[config.mk]
export PLATFORM = sky130hd
export DESIGN_NAME = alu_exec_unit_flat
export DESIGN_NICKNAME = d
export VERILOG_FILES = /design/src/rtl/alu_exec_unit.sv /design/src/rtl/alu_exec_if.sv /design/src/flat_wrapper.sv
export SDC_FILE = /design/constraint.sdc
export NUM_CORES = 1
export LEC_CHECK = 0
export ABC_CLOCK_PERIOD_IN_PS = 10700
export BUFFER_PORTS_ARGS = -buffer_cell sky130_fd_sc_hd__clkbuf_2
export CORE_ASPECT_RATIO = 1.2
export CORE_MARGIN = 5
export CORE_UTILIZATION = 40
export DETAILED_ROUTE_END_ITERATION = 16
export PLACE_DENSITY = 0.57
export SYNTH_ARGS = -nofsm -noshare
export SYNTH_HDL_FRONTEND = slang
export SYNTH_SLANG_ARGS = --single-unit
[constraint.sdc]
create_clock -name clk -period 10.7 [get_ports clk]
set_clock_uncertainty 0.15 [all_clocks]
set_input_delay 1.07 -clock clk [delete_from_list [all_inputs] [get_ports clk]]
set_output_delay 1.07 -clock clk [all_outputs]
set_load 0.01 [all_outputs]
[src/rtl/alu_exec_unit.sv]
// ALU execution unit: IDLE -> (EXEC) -> DONE, result and flags held until accepted downstream.
// Define ALU_FAST_SHIFT_EN for a single-cycle barrel shifter; default shifts iteratively 1 bit/cycle.
package alu_exec_pkg;
    typedef enum logic [3:0] {
        ALU_ADD  = 4'h0,
        ALU_SUB  = 4'h1,
        ALU_SLL  = 4'h2,
        ALU_SLT  = 4'h3,
        ALU_SLTU = 4'h4,
        ALU_XOR  = 4'h5,
        ALU_SRL  = 4'h6,
        ALU_SRA  = 4'h7,
        ALU_OR   = 4'h8,
        ALU_AND  = 4'h9,
        ALU_PASS = 4'hA
    } alu_op_e;
endpackage

module alu_exec_unit #(
    parameter int XLEN = 32,
    parameter int SHW  = $clog2(XLEN)
) (
    input logic       clk,
    input logic       rst_n,
    alu_exec_if.slave bus
);
    import alu_exec_pkg::*;

    typedef enum logic [1:0] {S_IDLE, S_EXEC, S_DONE} state_e;

    state_e          state_q, state_d;
    logic [XLEN-1:0] result_q, result_d;
    logic            zero_q, zero_d, carry_q, carry_d, overflow_q, overflow_d, sign_q, sign_d;
    logic            out_valid_q, out_valid_d, busy_q, busy_d, in_ready_q, in_ready_d;
    logic            load;

    logic [XLEN-1:0] a, b;
    logic [SHW-1:0]  shamt;
    logic [XLEN:0]   sum, diff;
    logic [XLEN-1:0] alu_res;
    logic            alu_c, alu_v;

    assign a     = bus.op_a;
    assign b     = bus.op_b;
    assign shamt = b[SHW-1:0];

    // Single-cycle datapath; carry of SUB is the inverted borrow out of the extended difference.
    always_comb begin
        sum     = {1'b0, a} + {1'b0, b};
        diff    = {1'b0, a} - {1'b0, b};
        alu_res = '0;
        alu_c   = 1'b0;
        alu_v   = 1'b0;
        case (bus.alu_sel)
            ALU_ADD: begin
                alu_res = sum[XLEN-1:0];
                alu_c   = sum[XLEN];
                alu_v   = (a[XLEN-1] == b[XLEN-1]) && (sum[XLEN-1] != a[XLEN-1]);
            end
            ALU_SUB: begin
                alu_res = diff[XLEN-1:0];
                alu_c   = ~diff[XLEN];
                alu_v   = (a[XLEN-1] != b[XLEN-1]) && (diff[XLEN-1] != a[XLEN-1]);
            end
            ALU_SLT:  alu_res = {{(XLEN-1){1'b0}}, ($signed(a) < $signed(b))};
            ALU_SLTU: alu_res = {{(XLEN-1){1'b0}}, (a < b)};
            ALU_AND:  alu_res = a & b;
            ALU_OR:   alu_res = a | b;
            ALU_XOR:  alu_res = a ^ b;
            ALU_PASS: alu_res = b;
`ifdef ALU_FAST_SHIFT_EN
            ALU_SLL:  alu_res = a << shamt;
            ALU_SRL:  alu_res = a >> shamt;
            ALU_SRA:  alu_res = $unsigned($signed(a) >>> shamt);
`else
            // Only a zero shift amount completes here; anything else goes through EXEC.
            ALU_SLL, ALU_SRL, ALU_SRA: alu_res = a;
`endif
            default: ;
        endcase
    end

`ifndef ALU_FAST_SHIFT_EN
    logic [XLEN-1:0] work_q, work_d, work_shift;
    logic [SHW-1:0]  cnt_q, cnt_d;
    logic [3:0]      op_q, op_d;
    logic            is_shift;

    assign is_shift = (bus.alu_sel == ALU_SLL) || (bus.alu_sel == ALU_SRL) ||
                      (bus.alu_sel == ALU_SRA);

    always_comb begin
        case (op_q)
            ALU_SLL: work_shift = work_q << 1;
            ALU_SRA: work_shift = {work_q[XLEN-1], work_q[XLEN-1:1]};
            default: work_shift = work_q >> 1;
        endcase
    end
`endif

    always_comb begin
        // NOTE: every _d starts from its held value so no path through this block infers a latch.
        state_d    = state_q;
        result_d   = result_q;
        zero_d     = zero_q;
        carry_d    = carry_q;
        overflow_d = overflow_q;
        sign_d     = sign_q;
        load       = 1'b0;
`ifndef ALU_FAST_SHIFT_EN
        work_d     = work_q;
        cnt_d      = cnt_q;
        op_d       = op_q;
`endif
        case (state_q)
            S_IDLE: begin
                if (bus.in_valid && in_ready_q) begin
`ifndef ALU_FAST_SHIFT_EN
                    if (is_shift && (shamt != '0)) begin
                        state_d = S_EXEC;
                        work_d  = a;
                        cnt_d   = shamt;
                        op_d    = bus.alu_sel;
                    end else
`endif
                    begin
                        state_d    = S_DONE;
                        result_d   = alu_res;
                        carry_d    = alu_c;
                        overflow_d = alu_v;
                        load       = 1'b1;
                    end
                end
            end
`ifndef ALU_FAST_SHIFT_EN
            S_EXEC: begin
                work_d = work_shift;
                cnt_d  = cnt_q - SHW'(1);
                if (cnt_q == SHW'(1)) begin
                    state_d    = S_DONE;
                    result_d   = work_shift;
                    carry_d    = 1'b0;
                    overflow_d = 1'b0;
                    load       = 1'b1;
                end
            end
`endif
            S_DONE: if (bus.out_ready) state_d = S_IDLE;
            default: state_d = S_IDLE;
        endcase
        if (load) begin
            zero_d = (result_d == '0);
            sign_d = result_d[XLEN-1];
        end
        out_valid_d = (state_d == S_DONE);
        busy_d      = (state_d != S_IDLE);
        in_ready_d  = (state_d == S_IDLE);
    end

    // NOTE: sequential state updates use non-blocking assignments so all flops sample together.
    always_ff @(posedge clk or negedge rst_n) begin
        if (!rst_n) begin
            state_q     <= S_IDLE;
            result_q    <= '0;
            zero_q      <= 1'b0;
            carry_q     <= 1'b0;
            overflow_q  <= 1'b0;
            sign_q      <= 1'b0;
            out_valid_q <= 1'b0;
            busy_q      <= 1'b0;
            in_ready_q  <= 1'b0;
`ifndef ALU_FAST_SHIFT_EN
            work_q      <= '0;
            cnt_q       <= '0;
            op_q        <= '0;
`endif
        end else begin
            state_q     <= state_d;
            result_q    <= result_d;
            zero_q      <= zero_d;
            carry_q     <= carry_d;
            overflow_q  <= overflow_d;
            sign_q      <= sign_d;
            out_valid_q <= out_valid_d;
            busy_q      <= busy_d;
            in_ready_q  <= in_ready_d;
`ifndef ALU_FAST_SHIFT_EN
            work_q      <= work_d;
            cnt_q       <= cnt_d;
            op_q        <= op_d;
`endif
        end
    end

    assign bus.in_ready  = in_ready_q;
    assign bus.out_valid = out_valid_q;
    assign bus.result    = result_q;
    assign bus.zero      = zero_q;
    assign bus.carry     = carry_q;
    assign bus.overflow  = overflow_q;
    assign bus.sign      = sign_q;
    assign bus.busy      = busy_q;
endmodule

[src/rtl/alu_exec_if.sv]
// Handshake bundle for alu_exec_unit: operation request in, registered result and flags out.
// The master modport is the upstream/downstream side; the slave modport is the execution unit.
interface alu_exec_if #(
    parameter int XLEN = 32
);
    logic            in_valid;
    logic            in_ready;
    logic [3:0]      alu_sel;
    logic [XLEN-1:0] op_a;
    logic [XLEN-1:0] op_b;
    logic            out_valid;
    logic            out_ready;
    logic [XLEN-1:0] result;
    logic            zero;
    logic            carry;
    logic            overflow;
    logic            sign;
    logic            busy;

    modport master (
        output in_valid, alu_sel, op_a, op_b, out_ready,
        input  in_ready, out_valid, result, zero, carry, overflow, sign, busy
    );

    modport slave (
        input  in_valid, alu_sel, op_a, op_b, out_ready,
        output in_ready, out_valid, result, zero, carry, overflow, sign, busy
    );
endinterface

[src/flat_wrapper.sv]
// flat-port wrapper written by rule: the top's interface ports become plain ports
module alu_exec_unit_flat import alu_exec_pkg::*;
#(
    parameter int XLEN = 32,
    parameter int SHW  = $clog2(XLEN)
)
  (clk, rst_n, bus_in_valid, bus_alu_sel, bus_op_a, bus_op_b, bus_out_ready, bus_in_ready, bus_out_valid, bus_result, bus_zero, bus_carry, bus_overflow, bus_sign, bus_busy);
  alu_exec_if #(.XLEN(XLEN)) bus_i ();
  input logic clk;
  input logic rst_n;
  input wire logic [$bits(bus_i.in_valid)-1:0] bus_in_valid;
  input wire logic [$bits(bus_i.alu_sel)-1:0] bus_alu_sel;
  input wire logic [$bits(bus_i.op_a)-1:0] bus_op_a;
  input wire logic [$bits(bus_i.op_b)-1:0] bus_op_b;
  input wire logic [$bits(bus_i.out_ready)-1:0] bus_out_ready;
  output wire logic [$bits(bus_i.in_ready)-1:0] bus_in_ready;
  output wire logic [$bits(bus_i.out_valid)-1:0] bus_out_valid;
  output wire logic [$bits(bus_i.result)-1:0] bus_result;
  output wire logic [$bits(bus_i.zero)-1:0] bus_zero;
  output wire logic [$bits(bus_i.carry)-1:0] bus_carry;
  output wire logic [$bits(bus_i.overflow)-1:0] bus_overflow;
  output wire logic [$bits(bus_i.sign)-1:0] bus_sign;
  output wire logic [$bits(bus_i.busy)-1:0] bus_busy;
  assign bus_i.in_valid = bus_in_valid;
  assign bus_i.alu_sel = bus_alu_sel;
  assign bus_i.op_a = bus_op_a;
  assign bus_i.op_b = bus_op_b;
  assign bus_i.out_ready = bus_out_ready;
  assign bus_in_ready = bus_i.in_ready;
  assign bus_out_valid = bus_i.out_valid;
  assign bus_result = bus_i.result;
  assign bus_zero = bus_i.zero;
  assign bus_carry = bus_i.carry;
  assign bus_overflow = bus_i.overflow;
  assign bus_sign = bus_i.sign;
  assign bus_busy = bus_i.busy;
  alu_exec_unit #(.XLEN(XLEN), .SHW(SHW)) u_core (.clk(clk), .rst_n(rst_n), .bus(bus_i));
endmodule
After elaboration in Yosys (flattened, before gate mapping)

Index checks and enable logic that the tools add are counted.

Bits in read-only memories: 0
Memories: 0
Memory bits (writable): 0
Word-level logic and storage cells: 92
Register bits after elaboration: 82
Bits of input ports: 72
Latch bits: 0

$lt $le $gt $ge: 2
Shift-type cells: 0
Add/subtract/negate cells: 3
Multipliers: 0
Reductions and logical operators: 17
Div/mod/pow operators: 0
Bitwise logic cells: 4
Multiplexer cells: 30
Equal/unequal tests: 24

Operators by type and width:

| operator            | number |
|---|---|
| $pmux 32 s9         | 1 |
| $pmux 32 s2         | 3 |
| $mux 32             | 5 |
| $lt 32x32->1        | 2 |
| $add 32x32->33      | 1 |
| $sub 32x32->33      | 1 |
| $and 32x32->32      | 1 |
| $logic_not 32->1    | 1 |
| $or 32x32->32       | 1 |
| $xor 32x32->32      | 1 |
| $eq 4x3->1 const B  | 5 |
| $eq 4x2->1 const B  | 3 |
| $eq 4x4->1 const B  | 3 |
| $mux 5              | 2 |
| $pmux 1 s2          | 5 |
| $pmux 5 s2          | 1 |
| $mux 1              | 8 |
| $mux 2              | 4 |
| $ne 2x1->1 const B  | 3 |
| $pmux 2 s3          | 1 |
| $reduce_and 3->1    | 2 |
| $eq 5x1->1 const B  | 1 |
| $reduce_bool 5->1   | 1 |
| $sub 5x1->5 const B | 1 |
| other kinds (14)    | 23 |

Depth between registers and ports, before layout

Gate-level depths: netlist (run 1).

Word-level depth: 8
Depth in mapped cells: 16

Worst setup path after synthesis (run 1)

OpenSTA, ideal clock, no wires.

Path kind: input-to-reg
Start: input bus_op_a[0]
End: register u_core.zero_q, in the netlist u_core.bus.zero
Data arrival time: 4,321 ps
Data required time: 10,446 ps
Buffers on the path: 0
Cell stages on the path: 16
Library setup time: 104 ps
Slack: 6,126 ps
Cell sequence: inv_1 -> ha_1 -> inv_1 -> fa_1 -> nor2b_1 -> o21ai_0 -> mux2i_1 -> nand3_1 -> a221o_1 -> or4b_1 -> nor4_2 -> nand4_1 -> nor4_2 -> nand4b_1 -> or4b_1 -> o41ai_2

Word-level cells in the longest chain between the ends: 6
Elaborated cells on any way between the ends: 12
Those cells by class: add/sub: 2; order compare: 2; mux: 4; bitwise: 3; reduce/logical: 1

Ends and longest elaborated chain:

| what                                             | RTL line                                 | RTL |
|---|---|---|
| start: declaration                               | flat_wrapper.sv:13                       | `input wire logic [$bits(bus_i.op_a)-1:0] bus_op_a;` |
| $sub 32x32->33 or $add 32x32->33 (tied branches) | alu_exec_unit.sv:50, alu_exec_unit.sv:49 |  |
| $pmux 32 s9 (*)                                  | alu_exec_unit.sv:54                      | `case (bus.alu_sel)` |
| $mux 32 (*)                                      | alu_exec_unit.sv:119                     | `if (is_shift && (shamt != '0)) begin` |
| $mux 32 (*)                                      | alu_exec_unit.sv:117                     | `if (bus.in_valid && in_ready_q) begin` |
| $pmux 32 s2 (*)                                  | alu_exec_unit.sv:115                     | `case (state_q)` |
| named net u_core.result_d[4]                     | alu_exec_unit.sv:32                      | `logic [XLEN-1:0] result_q, result_d;` |
| $logic_not 32->1 (*)                             | alu_exec_unit.sv:152                     | `zero_d = (result_d == '0);` |
| end signal: assignment                           | alu_exec_unit.sv:180                     | `zero_q <= zero_d;` |
| end: declaration                                 | alu_exec_unit.sv:33                      | `logic zero_q, zero_d, carry_q, carry_d, overflow_q, overflow_d, sign_q, sign_d;` |

Mark *: on every way through the listed nets, which the timed path passes. The rest lies on a longest branch.
A chain may end at the register's enable or synchronous reset.

Final worst setup path (run 1)

Start: input bus_op_b[0]
End: register u_core.zero_q, in the netlist u_core.bus.zero

Word-level cells in the longest chain between the ends: 6
Elaborated cells on any way between the ends: 17
Those cells by class: add/sub: 2; order compare: 2; mux: 7; bitwise: 3; reduce/logical: 3

Ends and longest elaborated chain:

| what                                             | RTL line                                  | RTL |
|---|---|---|
| start: declaration                               | flat_wrapper.sv:14                        | `input wire logic [$bits(bus_i.op_b)-1:0] bus_op_b;` |
| $sub 32x32->33 (tied with other cells)           | alu_exec_unit.sv:50                       | `diff = {1'b0, a} - {1'b0, b};` |
| $pmux 32 s9 or $logic_and 1x1->1 (tied branches) | alu_exec_unit.sv:54, alu_exec_unit.sv:119 |  |
| $mux 32 (*)                                      | alu_exec_unit.sv:119                      |  |
| $mux 32 (*)                                      | alu_exec_unit.sv:117                      |  |
| $pmux 32 s2 (*)                                  | alu_exec_unit.sv:115                      |  |
| named net u_core.result_d[26]                    | alu_exec_unit.sv:32                       |  |
| $logic_not 32->1 (*)                             | alu_exec_unit.sv:152                      |  |

Marked as above.

==> results.cfg, run 1 <==
[hold_path]
min_to = u_core.bus.result[1]
hp-class = flip-flop to flip-flop
hp-start = u_core.bus.result[1]
hold_path_depth = 1

[clock_tree]
cts_resized = 0
clock_latency_ns = 0.35
clkSlewWorstSetupHoldPaths_ns = 0.06
clock_path_buffers = 2
cts_buffers = 9
cts-htree-levels = 3
clockRootBuffer = clkbuf_16
cts_hold_buf = 0
numClockSinks = 82
cts_tree = done
cts_post_setup_buffers_inserted = 0

[worst_setup_path]
crit_chain = clkbuf_2, ha_1, fa_1, a211oi_1, o21ai_1, a311oi_1, o21ai_0, a221oi_1, o21ai_0, nor3_1, o41ai_1, nor4_1, nand4b_1, or4b_1, o41ai_2
cp.required_ns = 10.79
cp_max_fo = 7
worstSetupPathType = input port to flip-flop
startpoint_type = input port
crit_slowest_cell = a221oi_1
critical-path-max-stage-delay_ns = 0.58
reg2regPathDepth = 10
reg2reg_slack_ns = 5.99
critPathArrivalTime_ns = 5.82
r2r_end = u_core.bus.zero
cpMostUsedCell = o21ai_0
end_kind = flip-flop
reg2reg_from = u_core.bus.in_ready

[global_route]
grt_first_pass_wirelength_microns = 72800
antenna_found_initial = 1
grt.total_usage = 0.308
grt_pass1_vias = 11491
gr-total-overflow = 0
grt_start_max_net_pins = 64

[finish]
syn_to_final_growth_pct = 9.70
postLayoutCellArea_sq_mm = 0.0119
diodes = 0
nets = 1697
layout-drive-gt1-share = 0.133
fill_cells = 2774

[synth]
syn_inst = 1485
ys_types = 98
synth_fp_nets = 1657
ys_seq_area_frac = 0.189
ys_async_sr_fraction = 1.00
synth_edf_count = 0
ys_warn_count = 0
ys_ff_latch = 82
synth_fa_ha_area_frac = 0.117
synthSimpleGateAreaFrac = 0.230
synth_compound_area_frac = 0.328
synth-xor-area-share = 0.0137
synthMuxAreaShare = 0.0424
synth_top_family_by_area = compound AO/OA/AOI/OAI gates
synth_ff_type = dfrtp_1
avgSynthCellArea_sq_um = 7.31
syn_area_sq_mm = 0.0109

[drt]
drc_errors = 0
first_pass_iters = 6
antenna_left = 0
vias_per_cell = 6.54
first_iter_violations = 1428
vias = 12230
wire_per_inst_microns = 26.1
drt_wl_total_microns = 48800

[sta]
final.setup.tns_ns = 0
period_minus_slack_ns = 5.73
worst_slew_pin_slew_ns = 1.20
hold_violations = 0
hold_ws_ns = 0.355
report.final.slew_viol_count = 0
finalCritPeriodShare = 0.535
maxSlewHeadroom = 0.199
setup_viol = 0
rsz0062_at_grt = no
fmax_mhz = 175

[power_and_ir_drop]
leakagePower_uw = 0.00531
vdd_drop_max_mv = 0.115
seq_power_share = 0.268
switching_power_uw = 1090
comb_power_share = 0.573
p_clk_frac = 0.159
p_sw_frac = 0.484
cellPowerDensity_mw_per_mm2 = 189
p_int_uw = 1160

[floorplanning]
start_util = 0.403
num_io_pins = 111
die_h_microns = 190
die_w_microns = 160
dieArea_sq_mm = 0.0306
core_sq_mm = 0.0269
num_rows = 66

[placed_design]
routabilityCongestion = 0.967
io_buffers = 110
dp_hpwl_microns = 37500
post_dp_cell_area_sq_mm = 0.0116

[outcome]
outcome = complete, no violations

[flow_run]
cap_violations = 0
-- worst max-delay path, delay by kind of cell --
family,cells,cell delay [ns]
compound gates,8,2.45
buf+inv,1,0.17
fa+ha+maj,2,0.74
simple gates,4,1.38
-- placed cells by master, fill, tap and decap left out, types with 18 or more instances in the layout --
master    count
nand2_1     170
a21oi_1     129
nor2_1      114
clkbuf_2    109
inv_1       106
ha_1         98
o21ai_0      97
dfrtp_1      82
mux2i_1      37
nor3_1       32
a22oi_1      30
and3_1       29
nand3_1      28
a211oi_1     27
buf_4        24
a31oi_1      22
o31ai_1      20
o211ai_1     19
nor2b_1      18
a21o_1       18
-- cells in the mapped netlist, types with 6 or more instances --
cell       instances  area, sq um
a221o_1            7         70.1
nor2_1           115          432
a22oi_1           30          225
a221oi_1          17          149
buf_2             16         80.1
mux2i_1           37          370
nor3_1            32          160
o22ai_1           12         75.1
dfrtp_1           82         2050
nand3_1           28          140
nand4_1           12         75.1
and2_1             7         43.8
or2_2              9         56.3
o21bai_1          11         82.6
o221ai_1           9         78.8
mux2_2             8         90.1
a21o_1            18          135
ha_1              98         1230
inv_1            106          398
xnor2_1           17          149
a22o_1            10         87.6
o31ai_1           20          150
nor4_1            11         68.8
nor3b_1            6         45.0
nor2b_1           20          125
o21a_1             8         60.1
and3_1            29          181
a31oi_1           22          138
a211oi_1          27          203
o2111ai_1         10         87.6
or3_1              8         50.1
or4_1              6         45.0
a21oi_1          129          646
o211ai_1          19          143
nand2_1          170          638
buf_1             10         37.5
clkbuf_1          67          251
nand2b_1          15         93.8
o21ai_0           97          485
-- routing by layer --
metal	share of wire	track usage	up-vias
met2	0.45	0.480	666
li1	-	-	5522
met1	0.43	0.428	5927
met3	0.084	0.0491	113
met5	0.00027	0	-
met4	0.040	0.123	2
-- flip-flops by register name, indices dropped and copies added, names as in the netlist --
name,count
u_core.bus.result,32
u_core.work_q,32
u_core.cnt_q,5
u_core.op_q,4
u_core.state_q,2
u_core.bus.busy,1
u_core.bus.carry,1
u_core.bus.in_ready,1
u_core.bus.out_valid,1
u_core.bus.overflow,1
u_core.bus.sign,1
u_core.bus.zero,1
-- stage by stage --
| stage | std cells | setup slack [ns] | power (uW) | utilization |
|---|---|---|---|---|
| 2_1_floorplan | 1485 | 6.13 | 1420 | - |
| 3_3_place_gp | 1854 | 4.75 | 1860 | 0.430 |
| 3_5_place_dp | 1854 | 4.79 | 1870 | 0.430 |
| 4_1_cts | 1870 | 5.12 | 2230 | 0.443 |
| 5_1_grt | 1870 | 4.55 | 2390 | 0.443 |
| 6_report | 1870 | 4.97 | 2260 | 0.443 |
-- cell families (layout without fill, tap and decap cells) --
family,after synthesis,count (layout)
AOI/OAI and AO/OA,525,525
xor gates and xnor gates,17,17
adders and majority gates,100,100
buffers and inverters,213,258
DFF,82,82
muxes,45,45
and+or+nand+nor,503,503
-- power groups by stage --
stage                     Clock (uW)  Combinational (uW)  Sequential [uW]
after floorplan                    0                 839              577
after global placement             0                1250              605
after detailed placement           0                1270              605
after CTS                        362                1270              601
after global routing             374                1390              618
final                            360                1290              604
-- worst max-delay path by stage --
stage / end / slack (ns) / depth (start not counted) / start
CTS: u_core.bus.zero / 5.12 / 15 / bus_op_b[0]
global placement: u_core.bus.zero / 4.75 / 15 / bus_op_b[0]
finish: u_core.bus.zero / 4.97 / 15 / bus_op_b[0]
detailed placement: u_core.bus.zero / 4.79 / 15 / bus_op_b[0]
floorplan: u_core.bus.zero / 6.13 / 16 / bus_op_a[0]
global route: u_core.bus.zero / 4.55 / 15 / bus_op_b[0]
-- cell type report --
| class | count | area [sq um] | share of cell area |
|---|---|---|---|
| repair buffers | 133 | 726 | 0.0609 |
| clock buffers | 11 | 233 | 0.0195 |
| inverters | 109 | 409 | 0.0343 |
| well taps | 340 | 425 | 0.0357 |
| multi-input cells | 1190 | 7970 | 0.669 |
| flip-flops and latches | 82 | 2050 | 0.172 |
| clock inverters | 5 | 103 | 0.00861 |
Power figures use the tool's default switching activity.
==> run 2, diff against run 1 <==
--- a/config.mk
+++ b/config.mk
@@ -5,13 +5,14 @@
 export SDC_FILE = /design/constraint.sdc
 export NUM_CORES = 1
 export LEC_CHECK = 0
-export ABC_CLOCK_PERIOD_IN_PS = 10700
+export ABC_AREA = 1
+export ABC_CLOCK_PERIOD_IN_PS = 4950
 export BUFFER_PORTS_ARGS = -buffer_cell sky130_fd_sc_hd__clkbuf_2
 export CORE_ASPECT_RATIO = 1.2
 export CORE_MARGIN = 5
 export CORE_UTILIZATION = 40
 export DETAILED_ROUTE_END_ITERATION = 16
-export PLACE_DENSITY = 0.57
+export PLACE_DENSITY = 0.59
 export SYNTH_ARGS = -nofsm -noshare
 export SYNTH_HDL_FRONTEND = slang
 export SYNTH_SLANG_ARGS = --single-unit
==> constraint.sdc (replaced) <==
create_clock -name clk -period 4.95 [get_ports clk]
set_clock_uncertainty 0.15 [all_clocks]
set_input_delay 0.495 -clock clk [delete_from_list [all_inputs] [get_ports clk]]
set_output_delay 0.495 -clock clk [all_outputs]
set_load 0.01 [all_outputs]
==> run 2 against run 1 <==
  * First-iteration DRC count fell by 11%
  * Core utilization is 0.17 points lower
  * Synthesized cell count rose by 43%
  * Non-clock buffer count is 8 lower
  * Worst hold slack worse by 0.15 ns
  * Synthesized area increased by 11%
  * Global-route usage is 2.5 points lower
  * Register-to-register slack worse by 4.5 ns
  * Critical path type unchanged
  * Highest routed layer is now met4
==> results.cfg, run 2 <==
[outcome]
outcome = complete, no violations

[worst_setup_path]
end_kind = flip-flop
reg2reg_from = u_core.state_q[0]
r2r_end = u_core.work_q[19]
cp_max_fo = 36
reg2reg_slack_ns = 1.45
critPathArrivalTime_ns = 3.71
worstSetupPathType = input port to flip-flop
crit_slowest_cell = inv_2
critical-path-max-stage-delay_ns = 0.68
cp.required_ns = 5.07
worst-path-stages = 18
cp_num_buf_inv = 4
startpoint_type = input port
crit_chain = clkbuf_2, inv_1, nand2_1, nand2_2, inv_2, nand2_2, nand2_4, inv_2, nand4_1, o211ai_1, nand2_1, nor2_1, nand2_1, nor2_1, nand2_1, nor2_1, nand4_1, nand2_1
cpMostUsedCell = nand2_1
reg2regPathDepth = 8
cpLargestDelayFamily = simple AND/OR/NAND/NOR gates

[synth]
synth_top_cell_by_area = nand2_1
synth.most_common_cell = nand2_1
ys_types = 46
syn_area_sq_mm = 0.0121
ys_warn_count = 0
synth_common_cells = nand2_1 (606), inv_1 (385), nor2_1 (236), nand3_1 (152), ha_1 (98)
synth_edf_count = 0
yosysTopAreaCellShare = 0.188
ys_async_sr_fraction = 1.00
avgSynthCellArea_sq_um = 5.68
synth_area_leaders = nand2_1 (19%), dfrtp_1 (17%), inv_1 (12%)
ys_ff_latch = 82
ys_seq_area_frac = 0.170
synth_fp_nets = 2300
synth_ff_type = dfrtp_1
syn_inst = 2128

[clock_tree]
cts_tree = done
cts_resized = 0
clock_latency_ns = 0.34
cts_post_setup_buffers_inserted = 0
cts-htree-levels = 3
numClockSinks = 82
cts_hold_buf = 0
clkSlewWorstSetupHoldPaths_ns = 0.07
clock_path_buffers = 2
cts_buffers = 9
clockRootBuffer = clkbuf_16

[placed_design]
routabilityCongestion = 1.01
dp_hpwl_microns = 39900
io_buffers = 110
post_dp_cell_area_sq_mm = 0.0128

[flow_run]
cap_violations = 0

[floorplanning]
dieArea_sq_mm = 0.0338
start_util = 0.407
num_io_pins = 111
core_sq_mm = 0.0297
num_rows = 69
die_w_microns = 169
die_h_microns = 200

[drt]
vias = 13756
antenna_left = 0
drc_errors = 0
first_iter_violations = 1273
drt_wl_total_microns = 49300
vias_per_cell = 5.34
first_pass_iters = 6
wire_per_inst_microns = 19.1

[finish]
most-common-layout-cells = nand2_1 (605), inv_1 (385), nor2_1 (234)
multiInputGateArea_sq_mm = 0.00804
final_common_cell = nand2_1
nets = 2354
layout-drive-gt1-share = 0.110
fin_util = 0.441
postLayoutCellArea_sq_mm = 0.0131
diodes = 0
ff_latch_area_sq_mm = 0.00205
fill_cells = 3346
syn_to_final_growth_pct = 8.26

[power_and_ir_drop]
cellPowerDensity_mw_per_mm2 = 372
vdd_drop_max_mv = 0.271
leakagePower_uw = 0.00724

[sta]
finalCritPeriodShare = 0.724
final.setup.tns_ns = 0
worst_slew_pin_slew_ns = 1.09
maxSlewHeadroom = 0.272
fmax_mhz = 279
rsz0062_at_grt = no
period_minus_slack_ns = 3.58
setup_viol = 0
report.final.slew_viol_count = 0
hold_violations = 0

[global_route]
grt_start_max_net_pins = 83
grt.total_usage = 0.283
gr-total-overflow = 0
grt_first_pass_wirelength_microns = 75500
grt_pass1_vias = 13173
antenna_found_initial = 0

[hold_path]
hp-class = input port to async pin
[run 2: worst reg2reg max path, cell delays in order, from the launching register on]
cell and delay [ns]:
dfrtp_1 0.46, inv_1 0.11, nor2_4 0.58, buf_4 0.50, inv_1 0.29, nand2_2 0.57, buf_4 0.47, o211ai_1 0.20
o21ai_0 0.10
[run 2: metal layers]
metal	share of wire	up-vias	track usage
li1	-	6839	-
met1	0.43	6290	0.371
met2	0.46	520	0.469
met3	0.057	107	0.0272
met4	0.054	0	0.129
met5	0	-	0
[run 2: kinds of logic after synthesis]
family,after synthesis,share of synthesized area
simple gates,1146,0.406
buf+inv,489,0.166
compound gates,309,0.152
fa+ha+maj,100,0.105
flops,82,0.170
xor+xnor,2,0.00145
[run 2: final cells by class]
type	count	area share
clock buffers	13	0.0206
clock inverters	3	0.00354
inverters	407	0.117
multi-input cells	1557	0.614
flip-flops and latches	82	0.157
well taps	390	0.0373
repair buffers	125	0.0508
[run 2: worst max-delay path by stage]
stage / from / endpoint / slack [ns]
floorplan: bus_op_a[0] / u_core.bus.zero / 2.35
global placement: bus_alu_sel[2] / u_core.bus.zero / 1.07
detailed placement: bus_alu_sel[2] / u_core.bus.zero / 1.09
CTS: bus_alu_sel[2] / u_core.bus.zero / 1.43
global route: u_core.state_q[0] / u_core.work_q[19] / 1.16
finish: bus_alu_sel[2] / u_core.bus.zero / 1.37
[run 2: metrics by stage]
stage               setup WS, ns  total power, uW  hold WS (ns)  std cells
floorplan                   2.35             3230        0.0494       2128
global placement            1.07             4110         0.337       2561
detailed placement          1.09             4140         0.332       2561
CTS                         1.43             4870         0.256       2577
global route                1.16             5310         0.307       2577
finish                      1.37             4870         0.201       2577
[run 2: power breakdown]
group | leakage (uW) | switching (uW) | total, uW | internal, uW
sequential | 0.00101 | 279 | 1280 | 1000
combinational | 0.00608 | 1980 | 2880 | 905
clock | 0.000152 | 280 | 714 | 434
==> run 3, diff against run 2 <==
--- a/config.mk
+++ b/config.mk
@@ -6,13 +6,13 @@
 export NUM_CORES = 1
 export LEC_CHECK = 0
 export ABC_AREA = 1
-export ABC_CLOCK_PERIOD_IN_PS = 4950
+export ABC_CLOCK_PERIOD_IN_PS = 3300
 export BUFFER_PORTS_ARGS = -buffer_cell sky130_fd_sc_hd__clkbuf_2
 export CORE_ASPECT_RATIO = 1.2
 export CORE_MARGIN = 5
 export CORE_UTILIZATION = 40
 export DETAILED_ROUTE_END_ITERATION = 16
-export PLACE_DENSITY = 0.59
+export PLACE_DENSITY = 0.56
 export SYNTH_ARGS = -nofsm -noshare
 export SYNTH_HDL_FRONTEND = slang
 export SYNTH_SLANG_ARGS = --single-unit
==> constraint.sdc (replaced) <==
create_clock -name clk -period 3.3 [get_ports clk]
set_clock_uncertainty 0.15 [all_clocks]
set_input_delay 0.33 -clock clk [delete_from_list [all_inputs] [get_ports clk]]
set_output_delay 0.33 -clock clk [all_outputs]
set_load 0.01 [all_outputs]
==> run 3 against run 2 <==
  * Total power up 57%
  * Critical endpoint unchanged
  * Largest power group unchanged
  * Cell count is 4.7% higher
  * Count of clock-buffer cells in the layout is 2 lower
  * Via count increased by 6.0%
  * Setup slack got worse by 1.1 ns
  * Sequential share of layout area shrank 1.0 points
  * Critical path depth unchanged
  * Combinational power is 67% higher
  * Die area unchanged
==> results.cfg, run 3 (same netlist as run 2, synthesis figures left out) <==
[placed_design]
io_buffers = 110
routabilityCongestion = 1.07
dp_hpwl_microns = 41900
place_ws_ns = -0.00409

[global_route]
antenna_found_initial = 0
grt_busiest_layer = met2
met1_usage = 0.375
grt_start_max_net_pins = 59
grtUsageMet2 = 0.476
grt.total_usage = 0.293
met3_usage = 0.0292
gr-total-overflow = 0
grt_pass1_vias = 13891
grt_first_pass_wirelength_microns = 78100

[worst_setup_path]
startpoint_type = input port
end_kind = flip-flop
cp_num_buf_inv = 2
crit_path_start = bus_op_a[18]
cp.required_ns = 3.42
reg2reg_from = u_core.cnt_q[1]
crit_chain = clkbuf_2, inv_1, ha_1, nand2_4, nor2_2, and2_1, nand3b_1, nand3_1, nand2_1, nand3_1, nand4_1, nand2_1, nand3_1, nor2_1, nand2_1, nor2_1, nand4_1, nand2_1
r2r_end = u_core.bus.zero
crit_slowest_cell = ha_1
critical-path-max-stage-delay_ns = 0.53
worstSetupPathType = input port to flip-flop
worst-path-stages = 18
critPathArrivalTime_ns = 3.17
cp_max_fo = 7
reg2regPathDepth = 15
endpoint = u_core.bus.zero
cpLargestDelayFamily = simple AND/OR/NAND/NOR gates
reg2reg_slack_ns = 0.45
cpMostUsedCell = nand2_1

[sta]
setup_ws_ns = 0.248
final.setup.tns_ns = 0
maxSlewHeadroom = 0.477
finalCritPeriodShare = 0.925
period_minus_slack_ns = 3.05
setup_viol = 0
fmax_mhz = 328
worst_slew_pin_slew_ns = 0.784
report.final.slew_viol_count = 0
hold_violations = 0
rsz0062_at_grt = no

[clock_tree]
clock_path_buffers = 2
cts-htree-levels = 3
numClockSinks = 82
cts_buffers = 9
clockRootBuffer = clkbuf_16
cts_tree = done
clock_latency_ns = 0.33
clkSlewWorstSetupHoldPaths_ns = 0.06
cts_resized = 0

[power_and_ir_drop]
leakagePower_uw = 0.00782
switching_power_uw = 3920
p_sw_frac = 0.513
seq_power_share = 0.250
comb_power_share = 0.629
p_int_uw = 3720
vdd_drop_max_mv = 0.429
cellPowerDensity_mw_per_mm2 = 545
power_uw = 7640
p_clk_frac = 0.120

[drt]
wire_per_inst_microns = 19.0
first_iter_violations = 1491
drt_wl_total_microns = 51200
vias_per_cell = 5.41
vias = 14582
antenna_left = 0
drc_errors = 0
first_pass_iters = 8

[outcome]
outcome = complete, no violations

[finish]
most-common-layout-cells = nand2_1 (605), inv_1 (385), nor2_1 (234)
fill_cells = 3281
syn_to_final_growth_pct = 15.9
layout-drive-gt1-share = 0.156
nets = 2476
fin_util = 0.472
final_common_cell = nand2_1
diodes = 0

[floorplanning]
core_sq_mm = 0.0297
start_util = 0.407
die_h_microns = 200
num_io_pins = 111
dieArea_sq_mm = 0.0338
num_rows = 69
die_w_microns = 169

[flow_run]
cap_violations = 0

[hold_path]
hp-class = input port to flip-flop
[run 3: power by group through the flow]
| stage | clock [uW] | sequential (uW) | combinational [uW] |
|---|---|---|---|
| floorplan | 0 | 1880 | 2970 |
| global placement | 0 | 1910 | 4710 |
| detailed placement | 0 | 1920 | 4750 |
| CTS | 940 | 1910 | 4770 |
| global route | 974 | 1970 | 5380 |
| finish | 921 | 1910 | 4810 |
[run 3: layout make-up]
| class | instances | area, sq um | share of cell area |
|---|---|---|---|
| well taps | 390 | 488 | 0.0348 |
| clock buffers | 11 | 243 | 0.0173 |
| flip-flops and latches | 82 | 2050 | 0.146 |
| repair buffers | 247 | 1650 | 0.117 |
| clock inverters | 3 | 17.5 | 0.00125 |
| inverters | 407 | 1530 | 0.109 |
| multi-input cells | 1557 | 8040 | 0.574 |
[run 3: worst reg2reg max path: stages (launching register included)]
cell and delay (ns):
dfrtp_1 0.37, inv_1 0.08, ha_1 0.18, nand3_1 0.23
inv_1 0.07, nand2_1 0.47, inv_2 0.14, a22oi_1 0.18
nand2_1 0.07, nand2_1 0.08, nand3_1 0.08, nor2_1 0.21
nand4_1 0.13, nor2_1 0.17, nand4_1 0.12, nand2_1 0.07
[run 3: repair_timing]
action	in CTS	in global routing
hold buffers	1	0
buffers inserted	0	0
hold endpoints to repair	56	0
[run 3: worst min path at each step]
stage / from / to / slack, ns / cells after the start
floorplan: rst_n / u_core.bus.busy / -0.12 / 0
global placement: rst_n / u_core.cnt_q[2] / 0.31 / 1
detailed placement: rst_n / u_core.cnt_q[2] / 0.31 / 1
CTS: bus_alu_sel[2] / u_core.op_q[2] / 0.14 / 3
global route: bus_alu_sel[2] / u_core.op_q[2] / 0.16 / 3
finish: bus_alu_sel[2] / u_core.op_q[2] / 0.13 / 3
[run 3: stage by stage]
step                      hold WS (ns)  cells  area, sq um
after floorplan                 -0.116   2128        12100
after global placement           0.309   2682        13700
after detailed placement         0.309   2682        13700
after CTS                        0.135   2697        14000
after global routing             0.160   2697        14000
final                            0.131   2697        14000
[run 3: per-layer routing]
layer	up-vias	routed length, microns
li1	7081	-
met1	6671	20600
met3	139	3550
met5	-	0
met2	691	23300
met4	0	3700
